**src/rtl/alu_pkg.sv**
```systemverilog
// Shared ALU operation codes for the ALU control decoder and the execute unit.
// Keeping the codes here gives them a single definition across the datapath.
package alu_pkg;

    typedef enum logic [3:0] {
        ALU_AND      = 4'b0000,
        ALU_OR       = 4'b0001,
        ALU_ADD      = 4'b0010,
        ALU_SUB      = 4'b0110,
        ALU_PASSB_Z  = 4'b0111,
        ALU_PASSB_NZ = 4'b1111
    } alu_op_t;

    localparam int ALU_OP_W = 4;

    function automatic logic is_legal_op(input logic [ALU_OP_W-1:0] code);
        case (code)
            ALU_AND, ALU_OR, ALU_ADD, ALU_SUB, ALU_PASSB_Z, ALU_PASSB_NZ:
                is_legal_op = 1'b1;
            default:
                is_legal_op = 1'b0;
        endcase
    endfunction

endpackage

```
**src/rtl/alu_core.sv**
```systemverilog
// Combinational ALU: result, branch zero flag and illegal-code flag.
// zero=1 always means "branch condition true" for CBZ/CBNZ.
module alu_core
    import alu_pkg::*;
#(
    parameter int N = 64
) (
    input  logic [ALU_OP_W-1:0] op,
    input  logic [N-1:0]        a,
    input  logic [N-1:0]        b,
    output logic [N-1:0]        result,
    output logic                zero,
    output logic                illegal
);

    logic legal;

    always_comb begin
        legal = is_legal_op(op);
    end

    always_comb begin
        result = '0;
        case (op)
            ALU_AND:      result = a & b;
            ALU_OR:       result = a | b;
            ALU_ADD:      result = a + b;
            ALU_SUB:      result = a - b;
            ALU_PASSB_Z:  result = b;
            ALU_PASSB_NZ: result = b;
            default:      result = '0;
        endcase
    end

    // Branch codes derive zero from b directly; illegal tokens report zero=1.
    always_comb begin
        zero    = 1'b1;
        illegal = 1'b0;
        if (!legal) begin
            zero    = 1'b1;
            illegal = 1'b1;
        end else if (op == ALU_PASSB_Z) begin
            zero = (b == '0);
        end else if (op == ALU_PASSB_NZ) begin
            zero = (b != '0);
        end else begin
            zero = (result == '0);
        end
    end

endmodule

```
**src/rtl/alu_exec_pipe.sv**
```systemverilog
// Two-stage handshaked EX unit: S1 holds the operation, S2 holds the result.
// Absorbs back-pressure from MEM with strict FIFO order and max two tokens.
module alu_exec_pipe
    import alu_pkg::*;
#(
    parameter int N = 64
) (
    input  logic                clk,
    input  logic                reset,
    input  logic                in_valid,
    output logic                in_ready,
    input  logic [ALU_OP_W-1:0] alucontrol,
    input  logic [N-1:0]        a,
    input  logic [N-1:0]        b,
    output logic                out_valid,
    input  logic                out_ready,
    output logic [N-1:0]        result,
    output logic                zero,
    output logic                illegal
);

    // Handshake: a transfer happens on a rising edge where valid && ready.
    // Producers hold valid and data steady until accepted; each stage is
    // ready when empty or when its occupant leaves on the same edge, and
    // no ready signal depends on the matching valid.

    logic                s1_valid;
    logic [ALU_OP_W-1:0] s1_op;
    logic [N-1:0]        s1_a;
    logic [N-1:0]        s1_b;

    logic                s2_valid;
    logic [N-1:0]        s2_result;
    logic                s2_zero;
    logic                s2_illegal;

    logic                s1_ready;
    logic                s2_ready;

    logic [N-1:0]        core_result;
    logic                core_zero;
    logic                core_illegal;

    always_comb begin
        s2_ready = !s2_valid || out_ready;
        s1_ready = !s1_valid || s2_ready;
    end

    always_ff @(posedge clk) begin
        if (!reset) begin
            s1_valid <= 1'b0;
            s1_op    <= '0;
            s1_a     <= '0;
            s1_b     <= '0;
        end else if (s1_ready) begin
            s1_valid <= in_valid;
            if (in_valid) begin
                s1_op <= alucontrol;
                s1_a  <= a;
                s1_b  <= b;
            end
        end
    end

    alu_core #(
        .N(N)
    ) u_alu_core (
        .op      (s1_op),
        .a       (s1_a),
        .b       (s1_b),
        .result  (core_result),
        .zero    (core_zero),
        .illegal (core_illegal)
    );

    // S2 only reloads when empty or draining, so a stalled output stays put.
    always_ff @(posedge clk) begin
        if (!reset) begin
            s2_valid   <= 1'b0;
            s2_result  <= '0;
            s2_zero    <= 1'b0;
            s2_illegal <= 1'b0;
        end else if (s2_ready) begin
            s2_valid <= s1_valid;
            if (s1_valid) begin
                s2_result  <= core_result;
                s2_zero    <= core_zero;
                s2_illegal <= core_illegal;
            end
        end
    end

    always_comb begin
        in_ready  = s1_ready;
        out_valid = s2_valid;
        result    = s2_result;
        zero      = s2_zero;
        illegal   = s2_illegal;
    end

endmodule

```
**config.mk**
```make
export PLATFORM = sky130hd
export DESIGN_NAME = alu_exec_pipe
export DESIGN_NICKNAME = d
export VERILOG_FILES = /design/src/rtl/alu_pkg.sv /design/src/rtl/alu_core.sv /design/src/rtl/alu_exec_pipe.sv
export SDC_FILE = /design/constraint.sdc
export NUM_CORES = 1
export LEC_CHECK = 0
export CAP_MARGIN = 20
export CORE_UTILIZATION = 41
export CTS_CLUSTER_SIZE = 25
export DETAILED_ROUTE_END_ITERATION = 16
export GPL_TIMING_DRIVEN = 0
export PLACE_DENSITY = 0.6
export SLEW_MARGIN = 25
export SYNTH_ARGS = -nofsm -noshare
export SYNTH_HDL_FRONTEND = slang
export SYNTH_SLANG_ARGS = --single-unit
```
**constraint.sdc**
```tcl
create_clock -name clk -period 11.9 [get_ports clk]
set_clock_uncertainty 0.05 [all_clocks]
set_input_delay 1.785 -clock clk [delete_from_list [all_inputs] [get_ports clk]]
set_output_delay 1.785 -clock clk [all_outputs]
set_load 0.01 [all_outputs]
```
**Yosys cells after proc, flatten, opt, wreduce, memory -nomap -nowiden**

Cells that the tools add are included.
Widths: inputs -> output; s select.

- $add $sub $neg: 2
- Equal/unequal tests: 5
- Mux-type cells: 6
- Bitwise operators: 2
- Reductions and logical operators: 12

Operators with widths:

| cell | number |
|---|---|
| $pmux 64 s5 | 1 |
| $logic_not 64->1 | 2 |
| $add 64x64->64 | 1 |
| $and 64x64->64 | 1 |
| $or 64x64->64 | 1 |
| $reduce_bool 64->1 | 1 |
| $sub 64x64->64 | 1 |
| $eq 4x3->1 const B | 2 |
| $reduce_or 6->1 | 1 |
| $mux 1 | 5 |
| $eq 4x1->1 const B | 1 |
| $eq 4x2->1 const B | 1 |
| $eq 4x4->1 const B | 1 |
| $logic_not 4->1 | 1 |
| $reduce_and 2->1 | 2 |
| $logic_not 1->1 | 2 |
| $logic_or 1x1->1 | 2 |
| $reduce_or 2->1 | 1 |

- Register bits: 200
- Bits of input ports: 136
- Output and inout port bits: 68

**Longest topological paths before layout**

- Word-level depth: 7
- Mapped depth: 26
- Depth with buffers taken out: 23

**Cells and area by module**

From an unflattened synthesis, not the netlist that was laid out.

- Cells, all modules: 2,033
- Area total of the unflattened synthesis: 15,367.2 µm²

By module, submodules not included:

| module | instances | cells an instance | area an instance (µm²) | sequential area each (µm²) |
|---|---|---|---|---|
| alu_exec_pipe | 1 | 883 | 7,805.0 | 4,003.8 |
| alu_core | 1 | 1,150 | 7,562.3 | 0.0 |

**Least setup slack after synthesis**

Ideal clock, no wire load.

- Path type: register to register
- Start point: register s1_op[3]
- End point: register s2_zero, in the netlist zero
- Arrival: 6,012 ps
- Data required time: 11,766 ps
- Setup slack: 5,754 ps
- Cell stages (with the launch flop): 26
- Path buffers: 7
- Cell sequence: dfxtp_1 > clkbuf_1 > nor2_1 > and2_1 > clkbuf_1 > buf_1 > clkbuf_1 > clkbuf_1 > nand2_1 > clkbuf_1 > o31ai_1 > xor2_1 > ha_1 > buf_2 > a21oi_1 > o21ai_1 > a221oi_2 > xnor2_1 > a222oi_1 > o311a_1 > or3b_4 > nor4_4 > nand4_1 > or4b_1 > or4_1 > o31ai_2

- Longest elaborated chain between the ends: 7

Ends and longest elaborated chain:

| element | RTL line | RTL |
|---|---|---|
| from (decl) | alu_exec_pipe.sv:28 | `logic [ALU_OP_W-1:0] s1_op;` |
| from (signal assigned) | alu_exec_pipe.sv:58 | `s1_op <= alucontrol;` |
| $eq 4x4->1 / $eq 4x3->1 (equally long branches) | - |  |
| $reduce_or 2->1 (no line) | - |  |
| $pmux 64 s5 | alu_core.sv:24 | `case (op)` |
| $logic_not 64->1 | alu_core.sv:47 | `zero = (result == '0);` |
| $mux 1 | alu_core.sv:44 | `end else if (op == ALU_PASSB_NZ) begin` |
| $mux 1 | alu_core.sv:42 | `end else if (op == ALU_PASSB_Z) begin` |
| $mux 1 (*) | alu_core.sv:39 | `if (!legal) begin` |
| to (signal assigned) | alu_exec_pipe.sv:87 | `s2_zero <= core_zero;` |
| to (decl) | alu_exec_pipe.sv:34 | `logic s2_zero;` |

Mark *: on every way between the ends. The rest lies on a longest branch, timed or not.
A chain may end at the register's enable or synchronous reset.

**Final worst setup path**

Ends and elaborated chain as after synthesis.

==> results.md <==
* Run status: finished clean
* Finished Layout Cells at roughly 2700
* Later-pin clock latency in the skew report at 470 ps
* Total core area at between 30000 and 40000 um2
* Max-slew headroom at 24.43%
* Fin. Hold Viols at 0
* Setup crit end kind: register
* All-Layer GR Usage at between 30% and 40%
* Initial core utilization at 41.59%
* Leakage power figure at around 6.5 nW
* Number of port buffers at slightly above 200
* Die Area at ~36000 um2
* Worst path arrival time at 11340 ps
* Top post-synthesis cells by area: dfxtp_1, nand2_1, a21oi_1, ha_1, xnor2_1
* CTS-repair resized insts at 0
* CTS root buf: clkbuf_16
* Post-layout min period at 11000 ps
* Synthesis-to-finish area growth at 22.36%
* Post-synth top area cell: dfxtp_1
* Final routed DRC violation total at 0
* Fin crit share at between 90 and 100%
* Drt pass-1 iters at 8
* Final #Nets at roughly 2400
* GPL Wtd Cong at 0.9840
* H-tree depth at 4
* Placed wire-length estimate at roughly 50000 um
* CTS tree: built
* Initial antenna violation count at 0
* Synth Warn # at 0
* DIE HEIGHT at 189.0 um
* CP max FO at 10
* Max Cap Viol at 0
* GRT overflow at 0
* Fraction of registers with async set/reset at 0%
* Post-synth EDFFs at 0
* Synth Instances at a little under 2000
* Worst slew pin tran at ~1100 ps
* ANT nets after route at 0
* CTS Buf Count at 17
* Max clock buf depth at 2
* Fmax at roughly 0.091 GHz
* Clock sink count at 200
* First-pass GRT wire length at 95570 um
* Multi-input logic area at just under 10000 um2
* Detailed Route WL at between 60000 and 70000 um
* Layout cells sized above 1 at between 3 and 4%
* Avg Inst Size Synth at roughly 7.3 um2
* Setup TNS at 0 ps
* Crit path kind: reg -> reg
* Slew Viols, Final at 0
* Synthesized flop and latch total at 200
* Register area share after synthesis at 27.94%
* Largest net degree at the start of global routing at 17
* Tot Pwr at slightly below 2 mW
* Die width at about 190 um
* Vias in the first global route at between 15000 and 20000
* RSZ-0062 raised after global routing: false
* Power Density at about 110 nW/um2
* Worst Path Required at approximately 12000 ps
* FF+latch area at about 4000 um2
* Setup Viol. Count Final at 0
* CP Launch Type: register
* Worst VDD drop at around 0.11 mV
* Clock Pin Slew Worst Setup and Hold Paths at 70 ps
* Share of the synthesized area in the top cell type at between 20 and 30%
* Hold_buf cts at 0
* Wire per inst at 24.34 um
* Cells after DPL at 2622
* Synth Flop Type: dfxtp_1
* Syn_nets at between 2000 and 2500
* Vias per std cell at 6.140
* Postcts setup bufs at 0
* Fin util at 50.89%
* Core Rows at a little under 70
* Worst min-delay path category: reg -> reg
* Via count at between 15000 and 20000
* Filler Cell Count at approximately 3500
* I/O Pins at 204
* Synth unique cells at 76
* DRT iter0 DRCs at ~1900
* Synthesized area at between 10000 and 15000 um2
## worst paths after layout
kind | start | end | slack (ps) | cells past startpoint
worst max-delay path | s1_op[3] | zero | 900 | 24
worst min-delay path | result[47] | result[47] | 440 | 2
worst max register to register | s1_op[3] | zero | 900 | 24
worst min register to register | result[47] | result[47] | 440 | 2
## registers in the layout, summed over array words and instances (netlist names)
signal	flops
result	64
s1_valid	1
out_valid	1
s1_op	4
s1_a	64
s1_b	64
zero	1
illegal	1
## layout by cell type, fill, tap and decap left out, types with 11 or more instances in the layout
| master | count |
|---|---|
| a22oi_1 | 24 |
| o21ai_0 | 107 |
| ha_1 | 66 |
| a221oi_1 | 16 |
| clkbuf_16 | 17 |
| nor4_1 | 12 |
| clkdlybuf4s50_1 | 203 |
| a21oi_1 | 254 |
| o21bai_1 | 11 |
| dfxtp_1 | 200 |
| nand4_1 | 24 |
| a222oi_1 | 23 |
| o211ai_1 | 20 |
| nand3_1 | 26 |
| inv_1 | 24 |
| xor2_1 | 47 |
| o21a_1 | 11 |
| maj3_1 | 54 |
| and3_1 | 12 |
| clkbuf_1 | 138 |
| nor3_1 | 31 |
| a211oi_1 | 46 |
| and2_1 | 11 |
| o31ai_1 | 18 |
| nor2_1 | 148 |
| a21o_1 | 17 |
| xnor2_1 | 69 |
| buf_1 | 12 |
| a31oi_1 | 21 |
| nand2_1 | 375 |
## power by group
group          switching [mW]  internal [mW]  total [mW]  leakage (nW)
Clock                   0.284          0.308       0.592         0.280
Sequential             0.0434          0.708       0.752          1.65
Combinational           0.360          0.222       0.582          4.55
Total                   0.687           1.24        1.93          6.47
## synth_stat cells, drive strengths merged (23+ instances only)
| cell type | instances |
|---|---|
| nand2 | 375 |
| a21oi | 254 |
| dfxtp | 200 |
| nor2 | 148 |
| clkbuf | 142 |
| o21ai | 114 |
| xnor2 | 69 |
| ha | 66 |
| maj3 | 54 |
| xor2 | 47 |
| a211oi | 46 |
| nor3 | 32 |
| nand3 | 27 |
| a22oi | 24 |
| inv | 24 |
| nand4 | 24 |
| a222oi | 23 |
## metal layers
metal  routed length (um)  global-route usage (%)  vias to the layer above
li1                     -                       -                     7512
met1                28430                   49.79                     7832
met2                28130                   55.13                      848
met3                 6073                   7.173                      123
met4                 2036                   13.12                        0
met5                    0                       0                        -
## cell type report
class                      count  share of cell area, %
antenna                        1                0.01427
buffer                       163                  3.710
clock buffer                  24                  2.747
clock inverter                 8                 0.4780
inverter                      24                 0.5137
multi-input combinational   1577                  54.76
sequential                   200                  22.83
tap                          455                  3.246
timing repair buffer         205                  11.70
## stage by stage
step	setup WS, ps	hold slack (ps)	instance area, um2
floorplan	5754	400.2	14330
global placement	1464	421.4	16930
detailed placement	1427	428.7	16940
CTS	1389	440.6	17510
global route	1049	457.7	17530
finish	898.5	440.3	17540
## critical path, cell delays in order (launching register included)
cell and delay, ps:
dfxtp_1 300, clkbuf_1 280, nor2_1 240, and2_1 170
clkbuf_1 700, buf_1 710, clkbuf_1 590, clkbuf_1 780
nand2_1 660, clkbuf_1 400, buf_8 240, o31ai_1 100
xor2_1 120, ha_1 290, clkbuf_1 330, nand4_1 350
a211oi_1 670, o211ai_1 260, a2111oi_0 940, o21ai_1 420
xnor2_1 220, a222oi_1 630, nand4_1 490, or4_1 680
o31ai_2 250
## logic make-up (layout without fill, tap and decap cells)
logic type	after synthesis	count (layout)	synth area share, %
other	0	1	0
buffers and inverters	187	424	5.107
AO/OA/AOI/OAI	624	624	27.26
XOR/XNOR	116	116	7.089
adder cells (fa/ha/maj)	121	121	9.673
AND/OR/NAND/NOR	714	714	22.79
multiplexers	2	2	0.1397
flip-flops	200	200	27.94
Power figures use the tool's default switching activity.
